`src/rtl/cmt_bus_bridge.sv`:
```
// rtl/cmt_bus_bridge.sv - bus-side initiator for the compare-match-timer register block
//
// Converts single-word req/ack bus transactions into one-cycle register
// strobes for the timer register file and returns ack/err plus read data.
//
// Ports:
//   clk, rst_n      clock, asynchronous active-low reset
//   req_i           transaction request, held until ack_o
//   we_i            1 = write, 0 = read
//   addr_i          byte offset within the timer window
//   be_i            byte enables (writes must be full-word)
//   wdata_i         write data
//   ack_o           one-cycle completion pulse
//   err_o           qualifies ack_o: access rejected
//   rdata_o         read data, valid with ack_o
//   busy_o          high whenever a transaction is in flight
//   reg_wen_o       one-cycle write strobe to register block
//   reg_ren_o       one-cycle read strobe to register block
//   reg_addr_o      register offset
//   reg_wdata_o     register write data
//   reg_rdata_i     registered read data, valid the cycle after reg_ren_o

module cmt_bus_bridge #(
   parameter int              AW     = 8,
   parameter int              DW     = 32,
   parameter logic [AW-1:0]   MAXOFF = 8'h18
) (
   input  logic          clk,
   input  logic          rst_n,
   input  logic          req_i,
   input  logic          we_i,
   input  logic [AW-1:0] addr_i,
   input  logic [3:0]    be_i,
   input  logic [DW-1:0] wdata_i,
   output logic          ack_o,
   output logic          err_o,
   output logic [DW-1:0] rdata_o,
   output logic          busy_o,
   output logic          reg_wen_o,
   output logic          reg_ren_o,
   output logic [AW-1:0] reg_addr_o,
   output logic [DW-1:0] reg_wdata_o,
   input  logic [DW-1:0] reg_rdata_i
);

   localparam logic [2:0] IDLE = 3'd0;
   localparam logic [2:0] WR   = 3'd1;
   localparam logic [2:0] RD   = 3'd2;
   localparam logic [2:0] RDW  = 3'd3;
   localparam logic [2:0] ACK  = 3'd4;
   localparam logic [2:0] ERR  = 3'd5;

   logic [2:0]    state_q, state_d;
   logic [AW-1:0] addr_q, addr_d;
   logic [DW-1:0] wdata_q, wdata_d;
   logic [DW-1:0] rdata_q, rdata_d;
   logic          ack_q, ack_d;
   logic          err_q, err_d;
   logic          busy_q, busy_d;
   logic          wen_q, wen_d;
   logic          ren_q, ren_d;
   logic          illegal;

   // Misaligned, out-of-window, or partial-word writes are rejected.
   assign illegal = (addr_i[1:0] != 2'b00) || (addr_i > MAXOFF) ||
                    (we_i && (be_i != 4'hF));

   always_comb begin
      state_d = state_q;
      addr_d  = addr_q;
      wdata_d = wdata_q;
      case (state_q)
         IDLE: begin
            if (req_i) begin
               addr_d  = addr_i;
               wdata_d = wdata_i;
               // WR vs RD carries the captured direction for the rest of the access.
               if (illegal)   state_d = ERR;
               else if (we_i) state_d = WR;
               else           state_d = RD;
            end
         end
         WR:      state_d = ACK;
         RD:      state_d = RDW;
         RDW:     state_d = ACK;
         ACK:     state_d = IDLE;
         ERR:     state_d = IDLE;
         default: state_d = IDLE;
      endcase

      // Outputs are decoded from the next state so every output is a flop
      // that lines up with the state it belongs to.
      wen_d  = (state_d == WR);
      ren_d  = (state_d == RD);
      ack_d  = (state_d == ACK) || (state_d == ERR);
      err_d  = (state_d == ERR);
      busy_d = (state_d != IDLE);

      // Read data exists only during the ACK that follows RDW; every other
      // cycle (write ACK, ERR, IDLE) sees zero.
      rdata_d = (state_q == RDW) ? reg_rdata_i : '0;
   end

   always_ff @(posedge clk or negedge rst_n) begin
      if (!rst_n) begin
         state_q <= IDLE;
         addr_q  <= '0;
         wdata_q <= '0;
         rdata_q <= '0;
         ack_q   <= 1'b0;
         err_q   <= 1'b0;
         busy_q  <= 1'b0;
         wen_q   <= 1'b0;
         ren_q   <= 1'b0;
      end else begin
         state_q <= state_d;
         addr_q  <= addr_d;
         wdata_q <= wdata_d;
         rdata_q <= rdata_d;
         ack_q   <= ack_d;
         err_q   <= err_d;
         busy_q  <= busy_d;
         wen_q   <= wen_d;
         ren_q   <= ren_d;
      end
   end

   assign ack_o       = ack_q;
   assign err_o       = err_q;
   assign rdata_o     = rdata_q;
   assign busy_o      = busy_q;
   assign reg_wen_o   = wen_q;
   assign reg_ren_o   = ren_q;
   assign reg_addr_o  = addr_q;
   assign reg_wdata_o = wdata_q;

endmodule

```
`config.mk`:
```
export PLATFORM = sky130hd
export DESIGN_NAME = cmt_bus_bridge
export DESIGN_NICKNAME = d
export VERILOG_FILES = /design/src/rtl/cmt_bus_bridge.sv
export SDC_FILE = /design/constraint.sdc
export NUM_CORES = 1
export LEC_CHECK = 0
export CORE_MARGIN = 1.5
export CORE_UTILIZATION = 31
export DETAILED_ROUTE_END_ITERATION = 10
export GPL_TIMING_DRIVEN = 0
export PLACE_DENSITY = 0.74
export SYNTH_ARGS = -nofsm -noshare
export SYNTH_HDL_FRONTEND = slang
export SYNTH_SLANG_ARGS = --single-unit
```
`constraint.sdc`:
```
create_clock -name clk -period 2.1 [get_ports clk]
set_input_delay 0.42 -clock clk [delete_from_list [all_inputs] [get_ports clk]]
set_output_delay 0.42 -clock clk [all_outputs]
set_load 0.005 [all_outputs]
```
After elaboration in Yosys (flattened, before gate mapping). Index checks and enable logic that the tools add are counted.

Register bits: 80. Input port bits: 80. Output and inout port bits: 77. Logic and storage cells: 32.

Order comparisons: 1. Equal/unequal tests: 8. Multiplexer cells: 5. Reductions and logical operators: 9.

Operators with widths (count): two-way mux 32 bit (1); == test 3 x 2 -> 1 bit (second input constant) (3); one-hot mux 3 bit (3 select lines) (1); greater-than comparator 8 x 5 -> 1 bit (second input constant) (1); == test 3 x 1 -> 1 bit (second input constant) (2); == test 3 bit (second input constant) (2); two-way mux 3 bit (2); inequality test 4 bit (second input constant) (1); logical NOT 3 bit (1); logical OR 1 bit (3); nonzero test 3 bit (1); two-way mux 2 bit (1); AND reduction 2 bit (1); nonzero test 2 bit (1); OR reduction 2 bit (1); logical AND 1 bit (1).

Longest topological paths before layout.
Word-level depth: 8. Mapped depth: 5. Gate-level depth less buffers: 3.

Worst setup path before layout. Ideal clock, no wire load.

Path kind: input port to flip-flop. From: in addr_i[1]. To: reg state_q[1]. Library setup time: 0.104 ns. Data arrival time: 1.542 ns. Data required time: 1.996 ns. Setup slack: 0.454 ns. Cell stages on the path: 3. Cells stage by stage: or4_4 -> a311o_1 -> o41ai_2.

Cells in the longest elaborated chain, start to end: 6.

RTL lines: from (decl) (line 32) `input logic [AW-1:0] addr_i,`; greater-than comparator 8 x 5 -> 1 bit / nonzero test 2 bit (equally long branches) (line 65) `assign illegal = (addr_i[1:0] != 2'b00) || (addr_i > MAXOFF) ||`; logical OR 1 bit (*) (2 in a row) (line 65); two-way mux 3 bit (*) (line 78) `if (illegal) state_d = ERR;`; two-way mux 3 bit (*) (line 74) `if (req_i) begin`; one-hot mux 3 bit (3 select lines) (*) (line 72) `case (state_q)`; via state_d[1] (line 53) `logic [2:0] state_q, state_d;`; to (signal assigned) (line 116) `state_q <= state_d;`; to (decl) (line 53).

Mark *: on every way through the listed nets, which the timed path passes. The rest lies on a longest branch. A chain may end at the register's enable or synchronous reset.

Final worst setup path.
From: in req_i. To: reg wdata_q[11] (netlist: reg_wdata_o[11]).

Cells in the longest elaborated chain, start to end: 1.

RTL lines: from (decl) (line 30) `input logic req_i,`; AND reduction 2 bit (no source line); to (signal assigned) (line 118) `wdata_q <= wdata_d;`; to (decl) (line 55) `logic [DW-1:0] wdata_q, wdata_d;`.

Every way passes these cells.

==> summary.md <==
| Metric | Value |
|---|---|
| Post-CTS Resized | 0 |
| Die area | 0.00988 sq mm |
| Crit. Startpoint | req_i |
| Core Area | 0.00885 sq mm |
| Max stage delay on crit path | 530 ps |
| Sum Neg Setup Slack | 0 ps |
| Port bufs | 156 |
| CP Capture Type | register |
| Slew HR | 68.3% |
| Mean post-synth cell area | 15.4 sq um |
| LEAKAGE | 2.06 nW |
| Hold Fails Final Rpt | 0 |
| Worst Path Max Fanout | 10 |
| P&R area growth vs syn | 66.2% |
| RSZ-0062 raised after global routing | false |
| Status | finished clean |
| Setup Viol. Count Final | 0 |
| Flops & latches, synth | 80 |
| DR pass1 iterations | 4 |
| Die Height | just under 100 um |
| Grt total ovfl | 0 |
| Post-Syn Area | ~0.0029 sq mm |
| CTS Root Cell | clkbuf_8 |
| Initial Utilization | 32.6% |
| Primary FF master, synth | dfrtp_1 |
| Largest cells by area after synthesis | dfrtp_1 (70%), mux2_1 (15%), and2_1 (7.0%) |
| Global-route wire length before repair | 10.8 mm |
| Post-synthesis cell type count | 23 |
| Max_cap viols | 0 |
| Share of post-route cells with drive strength above 1 | 7.52% |
| Max-slew violations | 0 |
| WL/cell | 14.3 um |
| Initial antenna violation count | 0 |
| Cell breakdown of the critical path | clkdlybuf4s50_1 > nor4b_4 > buf_2 > mux2_1 |
| Post-route clock skew | 7.41 ps |
| Register area share after synthesis | 69.5% |
| Reg2Reg Capture Point | reg_wdata_o[11] |
| Clock buffer depth | 2 |
| Initial DRC count | 39 |
| # H-tree levels | 3 |
| Synthesized Nets | 267 |
| Die width | 99.4 um |
| CTS Hold Bufs | 0 |
| Diode count | 0 |
| Arrival time worst endpoint | 2060 ps |
| Largest net degree at the start of global routing | 47 |
| Mapped Cells | around 190 |
| Placer's final routability congestion estimate | 0.742 |
| Drt drc | 0 |
| Worst setup path class | input pin to register |
| IO Pins | 157 |
| Post-synth top area share | 69.5% |
| Cells on worst reg2reg path | 4 |
| Worst VDD drop | 364 uV |
| Critical path required time | 2310 ps |
| DRT Wirelength | around 6.7 mm |
| Slowest cell on the critical path | clkdlybuf4s50_1 |
| Achievable Freq | 540 MHz |
| Hpwl dp | 5.13 mm |
| Row cnt | 34 |
| Flop-to-flop setup slack | around 260 ps |
| Routed Antenna Nets | 0 |
| Async SR Flop Fraction | 100% |
| Pwr dens | 1030 mW/mm^2 |
| Clock slew at reported path FFs | 80 ps |
| Number of CTS-inserted buffers | 9 |
| Hold Path Class | input pin to async pin |
| YS warnings | 0 |
| Slew @ Worst Pin | 475 ps |
| Setup Fix Bufs, Post-CTS | 0 |
| DP Cell Count | 452 |
| Worst skew pair latency | around 340 ps |
| Startpoint types | input pin |
| Synth area leader | dfrtp_1 |
| Number of global-route vias before repair | 2210 |
| Total GRT Usage | 14.0% |
| RR Startpoint | state_q[2] |
| CTS tree | built |
| Via/cell ratio | 4.48 |
| CTS Sinks | 80 |
| Tcrit/Tclk final | approximately nine tenths |
| Post-synth EDFFs | 0 |
| Fin crit period | 1850 ps |
| Layout Cells excl Fill | 467 |
| Via Count | 2091 |
| Fin nets | between 400 and 500 |
flip-flops by register name (all words and copies together) (netlist names):
register and count:
rdata_o 32, reg_wdata_o 32, reg_addr_o 8, state_q 3
ack_o 1, busy_o 1, err_o 1, reg_ren_o 1
reg_wen_o 1
critical path, delay by kind of cell:
| kind | cells | cell delay, ps |
|---|---|---|
| AND/OR/NAND/NOR | 1 | 410 |
| buffers and inverters | 2 | 870 |
| multiplexers | 1 | 360 |
cell usage after synthesis (2+ instances only):
library cell  count
dfrtp_1          80
mux2_1           38
and2_1           32
buf_2             5
nor2_1            5
clkbuf_1          4
nand2_1           3
a211oi_1          2
a21oi_1           2
mux2_2            2
nor3_1            2
placed cells by master (no fill, tap or decap), types with 3 or more instances in the layout:
cell and count:
clkbuf_1 5, dfrtp_1 80, mux2_1 38, nand2_1 3
clkdlybuf4s50_1 155, and2_1 32, clkbuf_8 9, nor2_1 5
buf_2 5
how the worst max path moves through the flow:
stage	to	cells after the start	slack (ps)
floorplan	state_q[1]	3	450
global placement	reg_wdata_o[7]	1	-2130
detailed placement	reg_wdata_o[13]	4	-130
CTS	reg_wdata_o[0]	4	220
global route	reg_wdata_o[0]	4	140
finish	reg_wdata_o[11]	4	250
power by group:
part           internal [mW]  switching, mW  total [mW]  leakage, nW
clock network          0.544          0.552        1.10       0.0883
logic                   1.14          0.544        1.68        0.957
registers               1.97          0.188        2.16         1.02
total                   3.65           1.28        4.94         2.06
cell families after synthesis:
family / Yosys count / synth area share, %
AOI/OAI and AO/OA: 9 / 2.74
buffers and inverters: 9 / 1.39
DFF: 80 / 69.5
and+or+nand+nor: 49 / 10.7
muxes: 40 / 15.6
per-stage QoR:
stage	utilization (%)	worst slack (ps)	power (mW)	area [sq um]	hold slack [ps]
finish	54.1	249	4.94	4790	32.7
CTS	54.1	217	5.04	4790	34.3
floorplan	-	454	2.73	2880	124
global placement	51.7	-2130	3.84	4580	468
detailed placement	52.0	-130	3.92	4600	418
global route	54.1	141	5.24	4790	45.3
area by class of cell:
cell class	instances	area, sq um
clock buffer	10	128
tap	108	135
fill	786	4060
buffer	9	40.0
clock inverter	5	58.8
sequential	80	2000
timing repair buffer	157	1590
multi-input combinational	98	838
metal layers:
metal / GRT usage [%] / part of all wire [%] / vias up
met5: 0 / 0 / -
li1: - / - / 968
met3: 5.90 / 11 / 11
met4: 5.85 / 1.7 / 0
met1: 15.6 / 37 / 1015
met2: 23.6 / 50 / 97
Power figures use the tool's default switching activity.
